==> src/rtl/temporal_buffer_reader.sv <==
// Streams the non-empty literals of one temporal-buffer candidate, chosen by the
// heuristic selector, to a downstream consumer one literal per handshake.
module temporal_buffer_reader #(
    parameter int NSAT                  = 3,
    parameter int LITERAL_ADDRESS_WIDTH = 12,
    parameter int MAX_CLAUSE_MEMBERSHIP = 20,
    localparam int LAW = LITERAL_ADDRESS_WIDTH,
    localparam int NL  = (NSAT - 1) * MAX_CLAUSE_MEMBERSHIP,
    localparam int IW  = (NSAT > 1) ? $clog2(NSAT) : 1
) (
    input  logic              clk_i,
    input  logic              rst_ni,
    input  logic              sel_valid_i,
    input  logic [IW-1:0]     sel_index_i,
    output logic              sel_ready_o,
    output logic [IW-1:0]     rd_index_o,
    input  logic [NL*LAW-1:0] literals_mi,
    output logic              lit_valid_o,
    output logic [LAW-1:0]    lit_o,
    output logic              lit_last_o,
    input  logic              lit_ready_i,
    output logic              done_o,
    output logic              err_o,
    output logic [1:0]        state_o
);

    localparam int PW = (NL > 1) ? $clog2(NL) : 1;

    typedef enum logic [1:0] {
        IDLE   = 2'd0,
        FETCH  = 2'd1,
        STREAM = 2'd2,
        DONE   = 2'd3
    } state_t;

    state_t         state;
    state_t         state_nxt;
    logic [LAW-1:0] shadow [NL];
    logic [PW-1:0]  ptr;
    logic           err_q;
    logic           sel_fire;
    logic           sel_in_range;
    logic           advance;
    logic           any_above;
    logic [LAW-1:0] cur_lit;

    // Both handshakes: a transfer happens on a rising edge where valid and ready
    // are both high; the sender holds its payload stable until that edge.
    assign sel_fire     = (state == IDLE) && sel_valid_i;
    assign sel_in_range = (32'(sel_index_i) < NSAT);
    assign cur_lit      = shadow[ptr];
    assign err_o        = err_q;
    assign state_o      = state;

    always_comb begin
        state_nxt   = state;
        sel_ready_o = 1'b0;
        lit_valid_o = 1'b0;
        lit_o       = '0;
        lit_last_o  = 1'b0;
        done_o      = 1'b0;
        advance     = 1'b0;
        any_above   = 1'b0;
        for (int k = 0; k < NL; k++) begin
            if ((k > int'(ptr)) && (shadow[k] != '0)) begin
                any_above = 1'b1;
            end
        end
        case (state)
            IDLE: begin
                sel_ready_o = 1'b1;
                if (sel_valid_i && sel_in_range) begin
                    state_nxt = FETCH;
                end
            end
            FETCH: begin
                state_nxt = STREAM;
            end
            STREAM: begin
                lit_o       = cur_lit;
                lit_valid_o = (cur_lit != '0);
                lit_last_o  = lit_valid_o && !any_above;
                // Empty slots are skipped in one cycle without a downstream beat.
                advance     = !lit_valid_o || lit_ready_i;
                if (advance && (ptr == PW'(NL - 1))) begin
                    state_nxt = DONE;
                end
            end
            DONE: begin
                done_o    = 1'b1;
                state_nxt = IDLE;
            end
            default: begin
                state_nxt = IDLE;
            end
        endcase
    end

    always_ff @(posedge clk_i or negedge rst_ni) begin
        if (!rst_ni) begin
            state <= IDLE;
        end else begin
            state <= state_nxt;
        end
    end

    always_ff @(posedge clk_i or negedge rst_ni) begin
        if (!rst_ni) begin
            ptr        <= '0;
            rd_index_o <= '0;
            err_q      <= 1'b0;
            for (int k = 0; k < NL; k++) begin
                shadow[k] <= '0;
            end
        end else begin
            err_q <= sel_fire && !sel_in_range;
            if (sel_fire && sel_in_range) begin
                rd_index_o <= sel_index_i;
            end
            // The snapshot decouples streaming from later buffer rewrites.
            if (state == FETCH) begin
                for (int k = 0; k < NL; k++) begin
                    shadow[k] <= literals_mi[k*LAW +: LAW];
                end
                ptr <= '0;
            end else if ((state == STREAM) && advance && (ptr != PW'(NL - 1))) begin
                ptr <= ptr + PW'(1);
            end
        end
    end

endmodule

==> config.mk <==
export PLATFORM = sky130hd
export DESIGN_NAME = temporal_buffer_reader
export DESIGN_NICKNAME = d
export VERILOG_FILES = /design/src/rtl/temporal_buffer_reader.sv
export SDC_FILE = /design/constraint.sdc
export NUM_CORES = 1
export LEC_CHECK = 0
export ABC_AREA = 1
export BUFFER_PORTS_ARGS = -buffer_cell sky130_fd_sc_hd__buf_2
export CAP_MARGIN = 20
export CORE_AREA = 3 3 229 231
export CTS_CLUSTER_SIZE = 24
export DETAILED_ROUTE_END_ITERATION = 7
export DIE_AREA = 0 0 232 234
export PLACE_DENSITY_LB_ADDON = 0.15
export SETUP_SLACK_MARGIN = 0.2
export SLEW_MARGIN = 20
export SYNTH_ARGS = -nofsm -noshare
export SYNTH_HDL_FRONTEND = slang
export SYNTH_SLANG_ARGS = --single-unit
==> constraint.sdc <==
create_clock -name clk_i -period 5.74 [get_ports clk_i]
set_input_delay 0.287 -clock clk_i [delete_from_list [all_inputs] [get_ports clk_i]]
set_output_delay 0.287 -clock clk_i [all_outputs]
set_load 0.01 [all_outputs]
Word level (Yosys, flattened, before mapping). Index checks and enable logic that the tools add are counted.

Register bits: 491. Input bits: 486. Output and inout bits: 21. Logic and storage cells: 241.

Add/subtract/negate cells: 1. Magnitude comparators: 41. Eq/ne operators: 7. Mux-type cells: 53. Bitwise gates (word level): 1. Reduce and logical (&&, ||, !) cells: 94.

Operator list (count): 12-bit nonzero test (40); 5-bit by 6-bit greater-than comparator with 1-bit output (first input constant) (16); 12-bit binary-select mux with 6-bit select (1); 4-bit by 6-bit greater-than comparator with 1-bit output (first input constant) (8); 6-bit greater-than comparator (first input constant) (8); 1-bit logical AND (47); 1-bit two-way mux (44); 12-bit two-way mux (3); 3-bit by 6-bit greater-than comparator with 1-bit output (first input constant) (4); 2-bit by 6-bit greater-than comparator with 1-bit output (first input constant) (2); 6-bit two-way mux (2); 2-bit one-hot mux with 4 select lines (1); 7-bit greater-or-equal comparator (second input constant) (1); 6-bit NOT with 7-bit output (1); 6-bit by 1-bit adder with 6-bit output (second input constant) (1); 6-bit equality test (second input constant) (1); 1-bit by 6-bit greater-than comparator with 1-bit output (first input constant) (1); 6-bit != test (second input constant) (1); 2-bit equality test (second input constant) (2); 2-bit two-way mux (2); 1-bit logical NOT (3); 2-bit by 1-bit equality test with 1-bit output (second input constant) (1); 2-bit logical NOT (1); 2-bit < comparator (second input constant) (1); 5 further kinds (5).

Depth between registers and ports, before layout. Gate-level depths: netlist (run 1).

Depth after elaboration: 44. Gate-level depth with buffers: 21. Gate-level depth less buffers: 18.

Worst setup path before layout (run 1). Ideal clock, no wire load.

Path kind: flip-flop to output port. Start point: reg ptr[0]. End point: out lit_last_o. Arrival time: 2.197 ns. Required time: 5.453 ns. Slack: 3.256 ns. Cell stages (with the launch flop): 17. Buffers on the path: 4. Cells stage by stage: dfrtp_1 buf_4 inv_2 buf_4 buf_4 buf_2 ha_1 nand2_1 o21ai_0 o21ai_0 o41ai_1 nand2_1 nor3_1 nand3_1 nor2_1 nand2_1 nor2_1.

Word-level cells in the longest chain between the ends: 44. Elaborated cells on any way between the ends: 125. Classes of those cells: order compare: 39; mux: 43; bitwise: 1; reduce/logical: 42.

RTL lines: start, declared (line 39) `logic [PW-1:0] ptr;`; start signal, assigned (line 127) `ptr <= ptr + PW'(1);`; 1-bit by 6-bit greater-than comparator with 1-bit output (line 65) `if ((k > int'(ptr)) && (shadow[k] != '0)) begin`; 1-bit logical AND (line 65); 1-bit two-way mux (39 in series) (line 65); 1-bit logical NOT (line 82) `lit_last_o = lit_valid_o && !any_above;`; 1-bit logical AND * (line 82); 1-bit two-way mux * (line 69) `case (state)`; end, declared (line 20) `output logic lit_last_o,`.

Every way passes the cells marked *; elsewhere a longest branch is shown, timed or not. The select of a mux whose other input is x is not followed.

Worst setup path after layout (run 1). Same ends and word-level chain as after synthesis.

==> metrics.cfg, run 1 <==
[run_status]
status=finished, final reports clean

[critical_path]
path_max_fanout=116
worstPathCellList=inv_6 > buf_4 > nand2_1 > nand3_1 > nand2_1 > o21ai_1 > nand2_1 > nor2_1 > nor2_1 > nor2_1 > nand2_1 > nor2_1 > nand3_2 > nand2_1 > nor2_1 > buf_2
crit_slowest_cell=dfrtp_4
crit_path_max_incr_delay_ps=650
critPathLaunchType=flip-flop
crit_arrival_ps=4540
cp-end-kind=primary output
path_class=reg -> out
required_ps=5450

[cts]
tritoncts=yes
root_buffer=clkbuf_16
cts_sinks=491
cts_resized=0
insertion_delay_ps=620
cts-buffers-inserted=53
h-tree-depth=2
clk_pin_slew_ps=60
clock_path_buffers=3

[pwr]
clock_power_share=0.220
seq_power_share=0.349
swShare=0.4372
power_mw=17.14
p_per_area_nw_per_um2=493.8
netSwitchingPower_mw=7.492
vdd_drop_max_mv=0.5064
internal-power_mw=9.644
p_leak_nw=17.39
pwr-share-comb=0.431

[yosys]
synthDominantCellAreaShare=0.4871
ys_types=38
netlist_top_cells_area=dfrtp_1 49%, nand2_1 17%, o21ai_0 9.9%
ys.warnings.count=0
syn_nets=3932
synth_area_um2=25230
synth_edf_count=0
ys_seq_area_frac=0.4871
ys.flop_type=dfrtp_1
async_reset_ff_frac=1.000
syn_avg_cell_area_um2=7.335
syn_inst=3439
yosysTopAreaCell=dfrtp_1
ys_seq_elements=491

[sta]
slew_headroom=0.2228
holdWs_ps=49.87
timing.final.crit_share=0.8405
final-hold-violation-count=0
drv_slew=0
min_period_ps=4825
max_freq_mhz=207.3
setup_viol=0
fin_skew_ps=25.08
grt_setup_unrepaired=false
tightestPinTransition_ps=1166
setup_tns_ps=0

[finish]
drive_gt1_frac=0.1469
final_nets=4799
final_cell_mix=1168 x nand2_1, 505 x buf_2, 501 x inv_1
final_common_cell=nand2_1
final_area_um2=34700
syn_to_final_growth_pct=37.56
final_util=0.6903

[placed_design]
io_buffers=506
place_hpwl_um=67760
place.gp.congestion=0.9613
place_area_um2=27940

[min_path]
min_path_type=in -> reg

[global_route]
grt.total_usage=0.3748
grt-ovfl-total=0
grt_first_pass_wirelength_um=156300
grt_max_degree=285
antenna_found_initial=2
grt_pass1_vias=27280

[floorplan]
core_area_um2=50270
start_util=0.5018
die_area_um2=54290
die_h_um=234
rows=82
io_pins=507
die_w_um=232

[route]
drtIter0Drc=2925
wl_per_cell_um=20.45
drtPass1Iterations=7
drc=0
routed_wl_um=102700
viasPerCell=5.460
ant_nets=0
vias=27420

[run]
cap_violations=0

==> logic make-up (layout without fill, tap and decap cells) <==
logic type / after synthesis / in the layout / synth area share
adders and majority gates: 7 / 7 / 0.003472
xor gates and xnor gates: 4 / 4 / 0.001389
DFF: 491 / 491 / 0.4871
AOI/OAI and AO/OA: 628 / 628 / 0.1325
buffers and inverters: 707 / 1617 / 0.1122
other: 0 / 1 / 0
and+or+nand+nor: 1602 / 1602 / 0.2634
==> cells in the mapped netlist (19+ instances only) <==
master	n
nand2_1	1168
inv_1	501
o21ai_0	499
dfrtp_1	491
nand3_1	218
clkbuf_1	121
nor2_1	72
nand4_1	70
nor4_1	57
buf_2	48
a21oi_1	41
o211ai_1	34
buf_4	19
==> power by group through the flow <==
stage               logic, mW  clock network (mW)  registers [mW]
finish                   7.38                3.77            5.99
global route             8.26                3.93            6.14
CTS                      7.20                3.78            5.93
detailed placement       6.89                   0            5.97
global placement         6.82                   0            5.94
floorplan                4.80                   0            5.74
==> per-layer routing <==
metal	GRT usage	share of wire	vias to the layer above
li1	-	-	12660
met1	0.4890	0.40	12940
met2	0.6080	0.47	1467
met3	0.05175	0.073	355
met4	0.2060	0.059	4
met5	0	0.00025	-
==> sequential cells by signal, indices dropped and copies added (netlist names) <==
signal      cells
err_o           1
shadow        480
rd_index_o      2
state_o         2
ptr             6
==> worst max-delay path: cells and delay by family (launching register included) <==
kind | cells | cell delay, ps
compound gates | 1 | 230
buf+inv | 3 | 1300
flops | 1 | 650
simple gates | 12 | 1560
==> final cells by class <==
cell class	instances	area [µm²]
tap	672	840.8
clock inverter	30	399.1
antenna	1	2.502
clock buffer	68	1515
multi-input combinational	2241	10130
timing repair buffer	1012	7615
fill	3927	15570
inverter	507	1908
sequential	491	12290
==> path summary, 6_finish.rpt <==
check                          startpoint     endpoint  slack [ps]  cells after the start
max in group asynchronous          rst_ni  shadow[131]        3880                      3
setup / recovery                   ptr[0]   lit_last_o         920                     16
hold reg to reg                shadow[85]   shadow[85]         490                      2
hold / removal             literals_mi[1]  shadow[469]          50                      3
setup reg to reg                   ptr[0]       ptr[2]        1580                     17
min in group asynchronous          rst_ni  shadow[392]         360                      2
==> timing repair <==
item                                   in CTS  in global routing
buffers inserted                            0                  0
endpoints found under the hold margin     604                  0
hold buffers                              484                  0
==> metrics by stage <==
stage / std cells / worst slack [ps]
final: 5022 / 915.3
after global routing: 5021 / 756.6
after CTS: 5021 / 1084
after detailed placement: 4439 / 1743
after global placement: 4439 / 1731
after floorplan: 3439 / 3256
(Power assumes the default switching activity.)
==> run 2: changes to the inputs <==
==> constraint.sdc (replaced) <==
create_clock -name clk_i -period 4.7 [get_ports clk_i]
set_input_delay 0.235 -clock clk_i [delete_from_list [all_inputs] [get_ports clk_i]]
set_output_delay 0.235 -clock clk_i [all_outputs]
set_load 0.01 [all_outputs]
==> run 2 against run 1 <==
Against the previous run: final cell count is essentially flat; highest routed layer is now met4; sequential cell count is the same; design area shrank 0.56%; combinational power grew 23%; clock power grew 5%; total power grew 19%; sequential share of layout area grew 0.20 points; core utilization shrank 0.39 points; hold slack gained 82 ps; sequential power grew 22%; via count shrank 0.44%.
==> metrics.cfg, run 2 (synthesis results as in run 1) <==
[run_status]
status=finished, final reports clean

[pwr]
clock_power_share=0.195  ; -0.025
power_mw=20.33  ; +19%
p_leak_nw=17.27  ; -0.68%
internal-power_mw=11.27  ; +17%
pwr-share-comb=0.445  ; +0.014
swShare=0.4459  ; +0.008655
vdd_drop_max_mv=0.4905  ; -3.2%
p_per_area_nw_per_um2=589.2  ; +19%
seq_power_share=0.360  ; +0.011
netSwitchingPower_mw=9.066  ; +21%

[sta]
fin_skew_ps=12.82  ; -12.27 ps
timing.final.crit_share=0.9240
final-hold-violation-count=0  ; unchanged
setup_tns_ps=0  ; unchanged
slew_headroom=0.2189  ; -0.003884
tightestPinTransition_ps=1172  ; +5.826 ps
min_period_ps=4343
max_freq_mhz=230.3
drv_slew=0  ; unchanged
grt_setup_unrepaired=false
finalWorstSetupSlack_ps=357.2  ; -558.2 ps
setup_viol=0  ; unchanged

[cts]
clock_path_buffers=3  ; unchanged
postCtsSetupBuffers=0  ; unchanged
clk_pin_slew_ps=60  ; about the same
cts-buffers-inserted=52  ; -1.9%
insertion_delay_ps=600  ; -20 ps
root_buffer=clkbuf_16
h-tree-depth=2  ; unchanged
tritoncts=yes
cts_sinks=491  ; unchanged

[floorplan]
die_area_um2=54290  ; unchanged
die_w_um=232  ; unchanged
io_pins=507  ; unchanged
rows=82  ; unchanged
start_util=0.5018  ; unchanged
die_h_um=234  ; unchanged
core_area_um2=50270  ; unchanged

[placed_design]
place_hpwl_um=68140  ; +0.56%
place.gp.congestion=0.9558  ; -0.57%
pre_cts_slack_ps=908.0  ; -834.6 ps
io_buffers=506  ; unchanged
place_inst=4444  ; +0.11%

[critical_path]
crit_arrival_ps=4110  ; -430 ps
crit_start=ptr[0]
path_class=reg -> out
path_max_fanout=146  ; +26%
cp-end-kind=primary output
timing.rr.start=ptr[0]
reg2reg_depth=14  ; -3
r2r_slack_ps=940  ; -640 ps
required_ps=4470  ; -980 ps
critPathLaunchType=flip-flop
timing.rr.end=ptr[0]

[route]
viasPerCell=5.434  ; -0.48%
drtPass1Iterations=7  ; unchanged
wl_per_cell_um=20.52  ; +0.31%
vias=27300  ; -0.44%
routed_wl_um=103100  ; +0.35%
drtIter0Drc=3249  ; +11%
drc=0  ; unchanged
ant_nets=0  ; unchanged

[finish]
syn_to_final_growth_pct=36.79
largest_reg_flops=480  ; unchanged
final_util=0.6864  ; -0.003858
reg.largest.list=shadow x480, ptr x6
regMostFlops=shadow
final_nets=4805  ; +0.13%
final_cell_mix=1168 x nand2_1, 505 x buf_2, 501 x inv_1
drive_gt1_frac=0.1432  ; -0.003711
fin_cells=5024  ; +0.040%
final_common_cell=nand2_1

[global_route]
grt_pass1_vias=27390  ; +0.40%
grt-ovfl-total=0  ; unchanged
grt_busiest_layer=met2
antenna_found_initial=6  ; +4
met3_usage=0.05722  ; +0.005466
grt_util_met1=0.4820  ; -0.007022
grt_max_degree=283  ; -0.70%
met2_usage=0.6136  ; +0.005564
grt_first_pass_wirelength_um=155900  ; -0.25%
grt.total_usage=0.3736  ; -0.001198

[min_path]
min_to=state_o[1]
hold_path_depth=5  ; +2
worstHoldStart=lit_ready_i
min_path_type=in -> reg

[run]
cap_violations=0  ; unchanged

==> run 2: changes by cell type in the layout (fill, tap and decap cells not counted), moves of 2 or more <==
cell | before | now
buf_12 | 5 | 9
bufinv_16 | 9 | 0
clkbuf_1 | 4 | 13
clkbuf_16 | 55 | 53
clkbuf_8 | 9 | 12
clkinv_2 | 14 | 6
clkinv_4 | 3 | 1
clkinvlp_4 | 2 | 0
diode_2 | 1 | 9
dlygate4sd3_1 | 484 | 486
inv_6 | 3 | 0
==> run 2: power groups by stage <==
stage | registers, mW | logic (mW) | clock network (mW)
after CTS | 7.28 | 8.82 | 3.97
after global placement | 7.28 | 8.34 | 0
after global routing | 7.52 | 10.1 | 4.14
after floorplan | 7.01 | 5.86 | 0
after detailed placement | 7.34 | 8.45 | 0
final | 7.33 | 9.05 | 3.96
==> run 2: metrics by stage <==
stage | hold WS [ps] | area, µm²
2_1_floorplan | -60.59 | 25230
3_3_place_gp | 257.4 | 28030
3_5_place_dp | 259.0 | 28030
4_1_cts | 88.78 | 34470
5_1_grt | 224.3 | 34500
6_report | 131.8 | 34510
==> run 2: worst max-delay path by stage <==
stage                      end
finish              lit_last_o
global route        lit_last_o
CTS                 lit_last_o
detailed placement      ptr[1]
global placement        ptr[0]
floorplan           lit_last_o
==> run 2: timing repair <==
action | in CTS | in global routing
resized for setup | 0 | 5
hold buffers | 486 | 0
endpoints found under the setup margin | 0 | 2
endpoints found under the hold margin | 551 | 0
==> run 2: layout make-up <==
class / instances / area, µm²
flip-flops and latches: 491 / 12290
clock inverters: 7 / 38.79
inverters: 507 / 1918
multi-input cells: 2241 / 10130
repair buffers: 1019 / 7726
well taps: 672 / 840.8
diodes: 9 / 22.52
fillers: 3978 / 15770
clock buffers: 78 / 1540
==> run 2: critical path: stages, from the launching register on <==
cell and delay (ps):
dfrtp_4 850, buf_12 500, nand2_1 120, nand3_1 110
nand2_1 60, o21ai_0 370, nand4_1 260, a21oi_1 230
nand2_1 70, nor2_1 130, nand3_2 170, nand2_1 160
nor2_1 60, buf_2 140
==> run 2: metal layers <==
metal	wire (µm)	vias up
met5	0	-
met4	5816	0
met3	7639	323
met2	48600	1401
met1	41020	12910
li1	-	12670
